<file path="src/rtl/sdf_scene_combiner_pkg.sv">
// Shared FP27 field layout, literals and CSG op codes for the scene combiner.
package sdf_scene_combiner_pkg;

    localparam int FP_W      = 27;
    localparam int FP_SIGN   = 26;
    localparam int FP_EXP_HI = 25;
    localparam int FP_EXP_LO = 18;
    localparam int FP_MAN_HI = 17;
    localparam int FP_MAN_LO = 0;

    localparam logic [FP_W-1:0] FP_MAX_POS = 27'h3FBFFFF;
    localparam logic [FP_W-1:0] FP_ONE     = 27'h1FC0000;
    localparam logic [FP_W-1:0] FP_HALF    = 27'h1F80000;
    localparam logic [FP_W-1:0] FP_TWO     = 27'h2000000;

    typedef enum logic [1:0] {
        OP_UNION = 2'b00,
        OP_INTER = 2'b01,
        OP_SUB   = 2'b10,
        OP_OFF   = 2'b11
    } op_e;

endpackage

</file>
<file path="src/rtl/sdf_scene_combiner_fold_stage.sv">
// One registered CSG fold step: merges channel K into the running distance/id.
module sdf_fold_stage
    import sdf_scene_combiner_pkg::*;
#(
    parameter int NUM_PRIM = 4,
    parameter int DW       = 27,
    parameter int ID_W     = 3,
    parameter int K        = 1
) (
    input  logic                   clk,
    input  logic                   reset_n,
    input  logic                   in_valid,
    input  logic [DW-1:0]          in_acc,
    input  logic [ID_W-1:0]        in_id,
    input  logic [NUM_PRIM*DW-1:0] in_dist,
    input  logic [2*NUM_PRIM-1:0]  in_ops,
    output logic                   out_valid,
    output logic [DW-1:0]          out_acc,
    output logic [ID_W-1:0]        out_id,
    output logic [NUM_PRIM*DW-1:0] out_dist,
    output logic [2*NUM_PRIM-1:0]  out_ops
);

    // Sign-magnitude mapped onto a two's-complement key; -0 and +0 both map to 0.
    function automatic logic signed [FP_W:0] fp_key(input logic [FP_W-1:0] v);
        logic signed [FP_W:0] mag;
        mag = {2'b00, v[FP_EXP_HI:0]};
        return v[FP_SIGN] ? -mag : mag;
    endfunction

    function automatic logic fp_gt(input logic [FP_W-1:0] a, input logic [FP_W-1:0] b);
        return fp_key(a) > fp_key(b);
    endfunction

    logic [DW-1:0] dk;
    logic [DW-1:0] dk_neg;
    logic [DW-1:0] cand;
    logic          take;

    assign dk     = in_dist[DW*K +: DW];
    assign dk_neg = {~dk[DW-1], dk[DW-2:0]};

    always_comb begin
        take = 1'b0;
        cand = dk;
        case (op_e'(in_ops[2*K +: 2]))
            OP_UNION: take = fp_gt(in_acc, dk);
            OP_INTER: take = fp_gt(dk, in_acc);
            OP_SUB: begin
                take = fp_gt(dk_neg, in_acc);
                cand = dk_neg;
            end
            default:  take = 1'b0;
        endcase
    end

    always_ff @(posedge clk or negedge reset_n) begin
        if (!reset_n) begin
            out_valid <= 1'b0;
            out_acc   <= '0;
            out_id    <= '0;
            out_dist  <= '0;
            out_ops   <= '0;
        end else begin
            out_valid <= in_valid;
            if (in_valid) begin
                out_acc  <= take ? cand : in_acc;
                out_id   <= take ? ID_W'(K) : in_id;
                out_dist <= in_dist;
                out_ops  <= in_ops;
            end
        end
    end

endmodule

</file>
<file path="src/rtl/sdf_scene_combiner.sv">
// Aligns NUM_PRIM primitive SDF channels of differing latency and folds them with
// runtime-programmable CSG ops into one scene distance plus the winning channel index.
module sdf_scene_combiner
    import sdf_scene_combiner_pkg::*;
#(
    parameter int          NUM_PRIM = 4,
    parameter int          DW       = 27,
    parameter int          MAX_LAT  = 16,
    parameter logic [63:0] LAT_VEC  = {8{8'd0}},
    parameter int          ID_W     = 3
) (
    input  logic                   clk,
    input  logic                   reset_n,
    input  logic                   i_valid,
    input  logic [NUM_PRIM*DW-1:0] i_dist,
    input  logic                   cfg_we,
    input  logic [2:0]             cfg_ch,
    input  logic [1:0]             cfg_op,
    input  logic                   cfg_commit,
    output logic                   o_valid,
    output logic [DW-1:0]          o_dist,
    output logic [ID_W-1:0]        o_id
);

    if (NUM_PRIM < 2 || NUM_PRIM > 8) begin : g_bad_num_prim
        $error("sdf_scene_combiner: NUM_PRIM=%0d outside 2..8", NUM_PRIM);
    end
    if (ID_W < $clog2(NUM_PRIM)) begin : g_bad_id_w
        $error("sdf_scene_combiner: ID_W=%0d too narrow for NUM_PRIM=%0d", ID_W, NUM_PRIM);
    end
    if (DW != FP_W) begin : g_bad_dw
        $error("sdf_scene_combiner: DW must be %0d", FP_W);
    end

    logic [2*NUM_PRIM-1:0] shadow_ops;
    logic [2*NUM_PRIM-1:0] active_ops;

    // Commit copies the pre-write shadow because both update on the same edge.
    always_ff @(posedge clk or negedge reset_n) begin
        if (!reset_n) begin
            shadow_ops <= '0;
            active_ops <= '0;
        end else begin
            for (int i = 0; i < NUM_PRIM; i++) begin
                if (cfg_we && cfg_ch == 3'(i)) shadow_ops[2*i +: 2] <= cfg_op;
            end
            if (cfg_commit) active_ops <= shadow_ops;
        end
    end

    logic                   al_valid;
    logic [2*NUM_PRIM-1:0]  al_ops;
    logic [NUM_PRIM*DW-1:0] al_dist;

    if (MAX_LAT == 0) begin : g_snap_pass
        assign al_valid = i_valid;
        assign al_ops   = active_ops;
    end else begin : g_snap
        logic [MAX_LAT-1:0]    vld_sr;
        logic [2*NUM_PRIM-1:0] ops_sr [MAX_LAT];

        always_ff @(posedge clk or negedge reset_n) begin
            if (!reset_n) begin
                vld_sr <= '0;
                for (int j = 0; j < MAX_LAT; j++) ops_sr[j] <= '0;
            end else begin
                vld_sr[0] <= i_valid;
                ops_sr[0] <= active_ops;
                for (int j = 1; j < MAX_LAT; j++) begin
                    vld_sr[j] <= vld_sr[j-1];
                    ops_sr[j] <= ops_sr[j-1];
                end
            end
        end

        assign al_valid = vld_sr[MAX_LAT-1];
        assign al_ops   = ops_sr[MAX_LAT-1];
    end

    for (genvar ch = 0; ch < NUM_PRIM; ch++) begin : g_chan
        localparam int LAT = int'(LAT_VEC[8*ch +: 8]);
        localparam int DLY = (MAX_LAT > LAT) ? MAX_LAT - LAT : 0;

        if (LAT > MAX_LAT) begin : g_bad_lat
            $error("sdf_scene_combiner: channel %0d latency %0d exceeds MAX_LAT %0d", ch, LAT, MAX_LAT);
        end

        if (DLY == 0) begin : g_pass
            assign al_dist[DW*ch +: DW] = i_dist[DW*ch +: DW];
        end else begin : g_dly
            logic [DW-1:0] sr [DLY];

            always_ff @(posedge clk or negedge reset_n) begin
                if (!reset_n) begin
                    for (int j = 0; j < DLY; j++) sr[j] <= '0;
                end else begin
                    sr[0] <= i_dist[DW*ch +: DW];
                    for (int j = 1; j < DLY; j++) sr[j] <= sr[j-1];
                end
            end

            assign al_dist[DW*ch +: DW] = sr[DLY-1];
        end
    end

    logic                   stg_valid [NUM_PRIM];
    logic [DW-1:0]          stg_acc   [NUM_PRIM];
    logic [ID_W-1:0]        stg_id    [NUM_PRIM];
    logic [NUM_PRIM*DW-1:0] stg_dist  [NUM_PRIM];
    logic [2*NUM_PRIM-1:0]  stg_ops   [NUM_PRIM];

    logic                   s0_valid;
    logic [DW-1:0]          s0_acc;
    logic [NUM_PRIM*DW-1:0] s0_dist;
    logic [2*NUM_PRIM-1:0]  s0_ops;

    // Fold stage 0: a disabled channel 0 seeds the accumulator with the largest positive value.
    always_ff @(posedge clk or negedge reset_n) begin
        if (!reset_n) begin
            s0_valid <= 1'b0;
            s0_acc   <= '0;
            s0_dist  <= '0;
            s0_ops   <= '0;
        end else begin
            s0_valid <= al_valid;
            if (al_valid) begin
                s0_acc  <= (op_e'(al_ops[1:0]) == OP_OFF) ? DW'(FP_MAX_POS) : al_dist[DW-1:0];
                s0_dist <= al_dist;
                s0_ops  <= al_ops;
            end
        end
    end

    assign stg_valid[0] = s0_valid;
    assign stg_acc[0]   = s0_acc;
    assign stg_id[0]    = '0;
    assign stg_dist[0]  = s0_dist;
    assign stg_ops[0]   = s0_ops;

    for (genvar k = 1; k < NUM_PRIM; k++) begin : g_fold
        sdf_fold_stage #(
            .NUM_PRIM(NUM_PRIM),
            .DW      (DW),
            .ID_W    (ID_W),
            .K       (k)
        ) u_stage (
            .clk      (clk),
            .reset_n  (reset_n),
            .in_valid (stg_valid[k-1]),
            .in_acc   (stg_acc[k-1]),
            .in_id    (stg_id[k-1]),
            .in_dist  (stg_dist[k-1]),
            .in_ops   (stg_ops[k-1]),
            .out_valid(stg_valid[k]),
            .out_acc  (stg_acc[k]),
            .out_id   (stg_id[k]),
            .out_dist (stg_dist[k]),
            .out_ops  (stg_ops[k])
        );
    end

    assign o_valid = stg_valid[NUM_PRIM-1];
    assign o_dist  = stg_acc[NUM_PRIM-1];
    assign o_id    = stg_id[NUM_PRIM-1];

    logic unused_tail;
    assign unused_tail = ^{stg_dist[NUM_PRIM-1], stg_ops[NUM_PRIM-1]};

endmodule

</file>
<file path="config.mk">
export PLATFORM = sky130hd
export DESIGN_NAME = sdf_scene_combiner
export DESIGN_NICKNAME = d
export VERILOG_FILES = /design/src/rtl/sdf_scene_combiner_pkg.sv /design/src/rtl/sdf_scene_combiner_fold_stage.sv /design/src/rtl/sdf_scene_combiner.sv
export SDC_FILE = /design/constraint.sdc
export NUM_CORES = 2
export LEC_CHECK = 0
export BUFFER_PORTS_ARGS = -buffer_cell sky130_fd_sc_hd__buf_2
export CAP_MARGIN = 15
export CORE_MARGIN = 2
export CORE_UTILIZATION = 45
export CTS_BUF_LIST = sky130_fd_sc_hd__clkbuf_8
export DETAILED_ROUTE_END_ITERATION = 8
export HOLD_SLACK_MARGIN = 0.15
export PLACE_DENSITY = 0.69
export SETUP_SLACK_MARGIN = 0.3
export SLEW_MARGIN = 10
export SYNTH_ARGS = -nofsm -noshare
export SYNTH_HDL_FRONTEND = slang
export SYNTH_SLANG_ARGS = --single-unit
</file>
<file path="constraint.sdc">
create_clock -name clk -period 6.5 [get_ports clk]
set_clock_uncertainty 0.15 [all_clocks]
set_input_delay 0.975 -clock clk [delete_from_list [all_inputs] [get_ports clk]]
set_output_delay 0.975 -clock clk [all_outputs]
set_load 0.02 [all_outputs]
</file>
==> impl_metrics.ini <==
[run_status]
status = completed

[run]
drv_cap = 0

[synth]
synthArstFlopShare = 1.00
synth_top_family_by_area = compound AO/OA/AOI/OAI gates
synth_compound_area_frac = 0.0452
muxShareOfSynthArea = 0.0425
synth-simple-area-share = 0.0419
syn_avg_cell_area_um2 = 16.8
synthAdderAreaFrac = 0.0256
yosys_warnings = 0
synth-edff-count = 0
yosysUniqueCellTypes = 96
syn_inst = 4055
syn_nets = 4303
synth-main-ff-cell = dfrtp_1
synth_xor_area_frac = 0.0316
synth_seq_area_share = 0.800
synth-seq-cells = 2179
synth_area_um2 = 68100

[die]
start_util = 0.454
io_pins = 149
dieArea_um2 = 155000
die_y_um = 393
row_count = 142
core_area_um2 = 150000
die_w_um = 393

[clock_network]
post_cts_resized = 0
clock_sinks = 2179
cts_buffer_depth = 4
numCtsBuffers = 340
clock_latency_ps = 980
clk_pin_slew_ps = 60
post_cts_buffers = 0
ctsHtreeMaxLevel = 5
cts_tree = done
cts-root-buf = clkbuf_8

[detailed_routing]
num_vias = 32400
remaining_drc_errors = 0
drt-pass1-iter-count = 7
routed_wl_um = 117000
viasPerCell = 4.75
ant_nets = 0
drtIter0Drc = 1953
wl_per_cell_um = 17.2

[layout]
layout-drive-gt1-share = 0.183
syn_to_final_growth_pct = 16.2
final_area_um2 = 79100
fillerInstances = 12000
final_util = 0.527
final_cell_mix = dfrtp_1, clkbuf_8, nor2_1
final_common_cell = dfrtp_1
num-nets-final = 4821

[timing]
worst_hold_slack_ps = 158
maxSlewHeadroom = 0.331
min_period_over_period = 0.878
max_slew.worst_pin.slew_ps = 1000
finalSetupTns_ps = 0
slew_viol_final = 0
max_freq_mhz = 175
finalSetupViolations = 0
period_needed_ps = 5710
rsz0062_at_grt = false
hold_viol = 0

[power_and_ir_drop]
combPwrFrac = 0.170
p_int_mw = 23.1
p_clk_frac = 0.337
p_leak_nw = 35.7
power.switching_mw = 8.92
seqPwrFrac = 0.493
switching_share = 0.278
power_mw = 32.1
vdd_ir_drop_max_v = 0.000256
p_per_area_nw_per_um2 = 405

[worst_setup_path]
critPathLaunchType = flop
worstPathArrival_ps = 6370
cp.required_ps = 7160
crit_path_max_fanout = 24
cp-end-kind = flop
worstSetupPathType = flop to flop

[global_route]
gr-total-overflow = 0
grt_pass1_wl_um = 190000
grt_max_degree = 198
antenna_found_initial = 3
gr-usage-all-layers = 0.159
grt_pass1_vias = 34400

[place]
dpl_cell_area_um2 = 71300
place.gp.congestion = 0.892
place_hpwl_um = 75300
io_buffers = 147

[worst_hold_path]
hp-class = flop to flop
through the flow:
stage          setup slack, ps  instances
6_report                   790       6816
5_1_grt                    392       6816
4_1_cts                    814       6813
3_5_place_dp               862       6126
3_3_place_gp               993       6126
2_1_floorplan             1520       4055
layer usage:
metal,global-route usage,routed length [um]
met1,0.224,53200
met2,0.241,54800
met3,0.0381,6020
met4,0.0586,3150
met5,0,0
power by group through the flow:
stage               sequential (mW)  clock, mW  combinational (mW)
floorplan                      15.5          0                3.96
global placement               16.0          0                5.41
detailed placement             16.1          0                5.40
CTS                            15.8       11.3                5.50
global route                   15.9       11.9                6.09
finish                         15.8       10.8                5.45
registers in the layout, indices dropped and copies added, names as in the netlist:
register                  flops
s0_dist                      81
g_snap.vld_sr                16
g_fold.u_stage.out_valid      3
g_snap.ops_sr               120
s0_ops                        6
s0_valid                      1
al_dist                     108
s0_acc                       27
active_ops                    8
g_fold.u_stage.out_ops        6
g_chan.g_dly.sr            1620
al_ops                        8
g_fold.u_stage.out_dist      81
g_fold.u_stage.out_acc       81
g_fold.u_stage.out_id         5
shadow_ops                    8
kinds of logic (layout without fill, tap and decap cells):
logic type	after synthesis	in the layout
flops	2179	2179
other cells	1	4
buf+inv	207	949
compound gates	464	464
simple gates	558	558
xor+xnor	238	238
mux	266	266
fa+ha+maj	142	142
layout make-up:
| type | count | area, um2 | area share |
|---|---|---|---|
| Clock buffer | 424 | 5840 | 0.0737 |
| Timing Repair Buffer | 317 | 2480 | 0.0313 |
| Inverter | 66 | 248 | 0.00313 |
| Sequential cell | 2179 | 54500 | 0.689 |
| Tap cell | 2016 | 2520 | 0.0319 |
| Multi-Input combinational cell | 1669 | 12700 | 0.161 |
| Clock inverter | 142 | 767 | 0.00969 |
| Antenna cell | 3 | 7.51 | 0.0000949 |
Yosys cell counts (all sizes together), types with 7 or more instances:
cell	number	area share
a211o	9	0.0012
inv	66	0.0036
mux2	183	0.030
xnor2	100	0.013
o21ai	84	0.0062
nand2b	22	0.0021
o211ai	11	0.0012
nand4	31	0.0028
clkbuf	107	0.0059
o41ai	17	0.0026
dfrtp	2179	0.80
o22ai	9	0.00083
buf	34	0.0033
o22a	25	0.0032
nor2	194	0.011
or4	20	0.0022
nor2b	18	0.0017
a211oi	16	0.0018
nor4b	7	0.00099
a21oi	153	0.011
maj3	12	0.0018
o31ai	29	0.0032
and2	10	0.00092
nor3	38	0.0030
nor3b	7	0.00077
o21a	7	0.00077
nand2	114	0.0066
xor2	134	0.017
nand3	21	0.0015
a31oi	20	0.0018
nor4	22	0.0027
or3	18	0.0017
mux2i	83	0.012
or2	9	0.00083
ha	130	0.024
a21o	22	0.0024
final timing paths:
| check | from | endpoint | slack, ps | cells after the start |
|---|---|---|---|---|
| max in group asynchronous | reset_n | g_chan[2].g_dly.sr[363] | 4080 | 4 |
| hold / removal | g_chan[3].g_dly.sr[218] | g_chan[3].g_dly.sr[191] | 160 | 0 |
| setup reg to reg | g_fold[2].u_stage.out_acc[0] | g_fold[3].u_stage.out_acc[5] | 790 | 17 |
| hold reg to reg | g_chan[3].g_dly.sr[218] | g_chan[3].g_dly.sr[191] | 160 | 0 |
| min in group asynchronous | reset_n | g_chan[3].g_dly.sr[265] | 470 | 2 |
| setup / recovery | g_fold[2].u_stage.out_acc[0] | g_fold[3].u_stage.out_acc[5] | 790 | 17 |
what timing repair did:
action / in CTS / in global routing
hold endpoints to repair: 220 / 0
endpoints found under the setup margin: 0 / 0
hold buffers: 121 / 0
critical path: stages, from the launching register on:
cell and delay (ps):
dfrtp_1 450, nor3_1 420, nand4_1 350, or2_2 410, o41ai_1 340, xor2_1 270, inv_1 70, ha_1 320
nand4_1 80, or3b_1 430, or4b_1 530, o211a_1 250, o21ba_1 210, mux2_4 330, o221ai_4 330, buf_12 260
mux2i_1 240, a21oi_1 100
No activity file was read; power rests on OpenSTA's default activity.
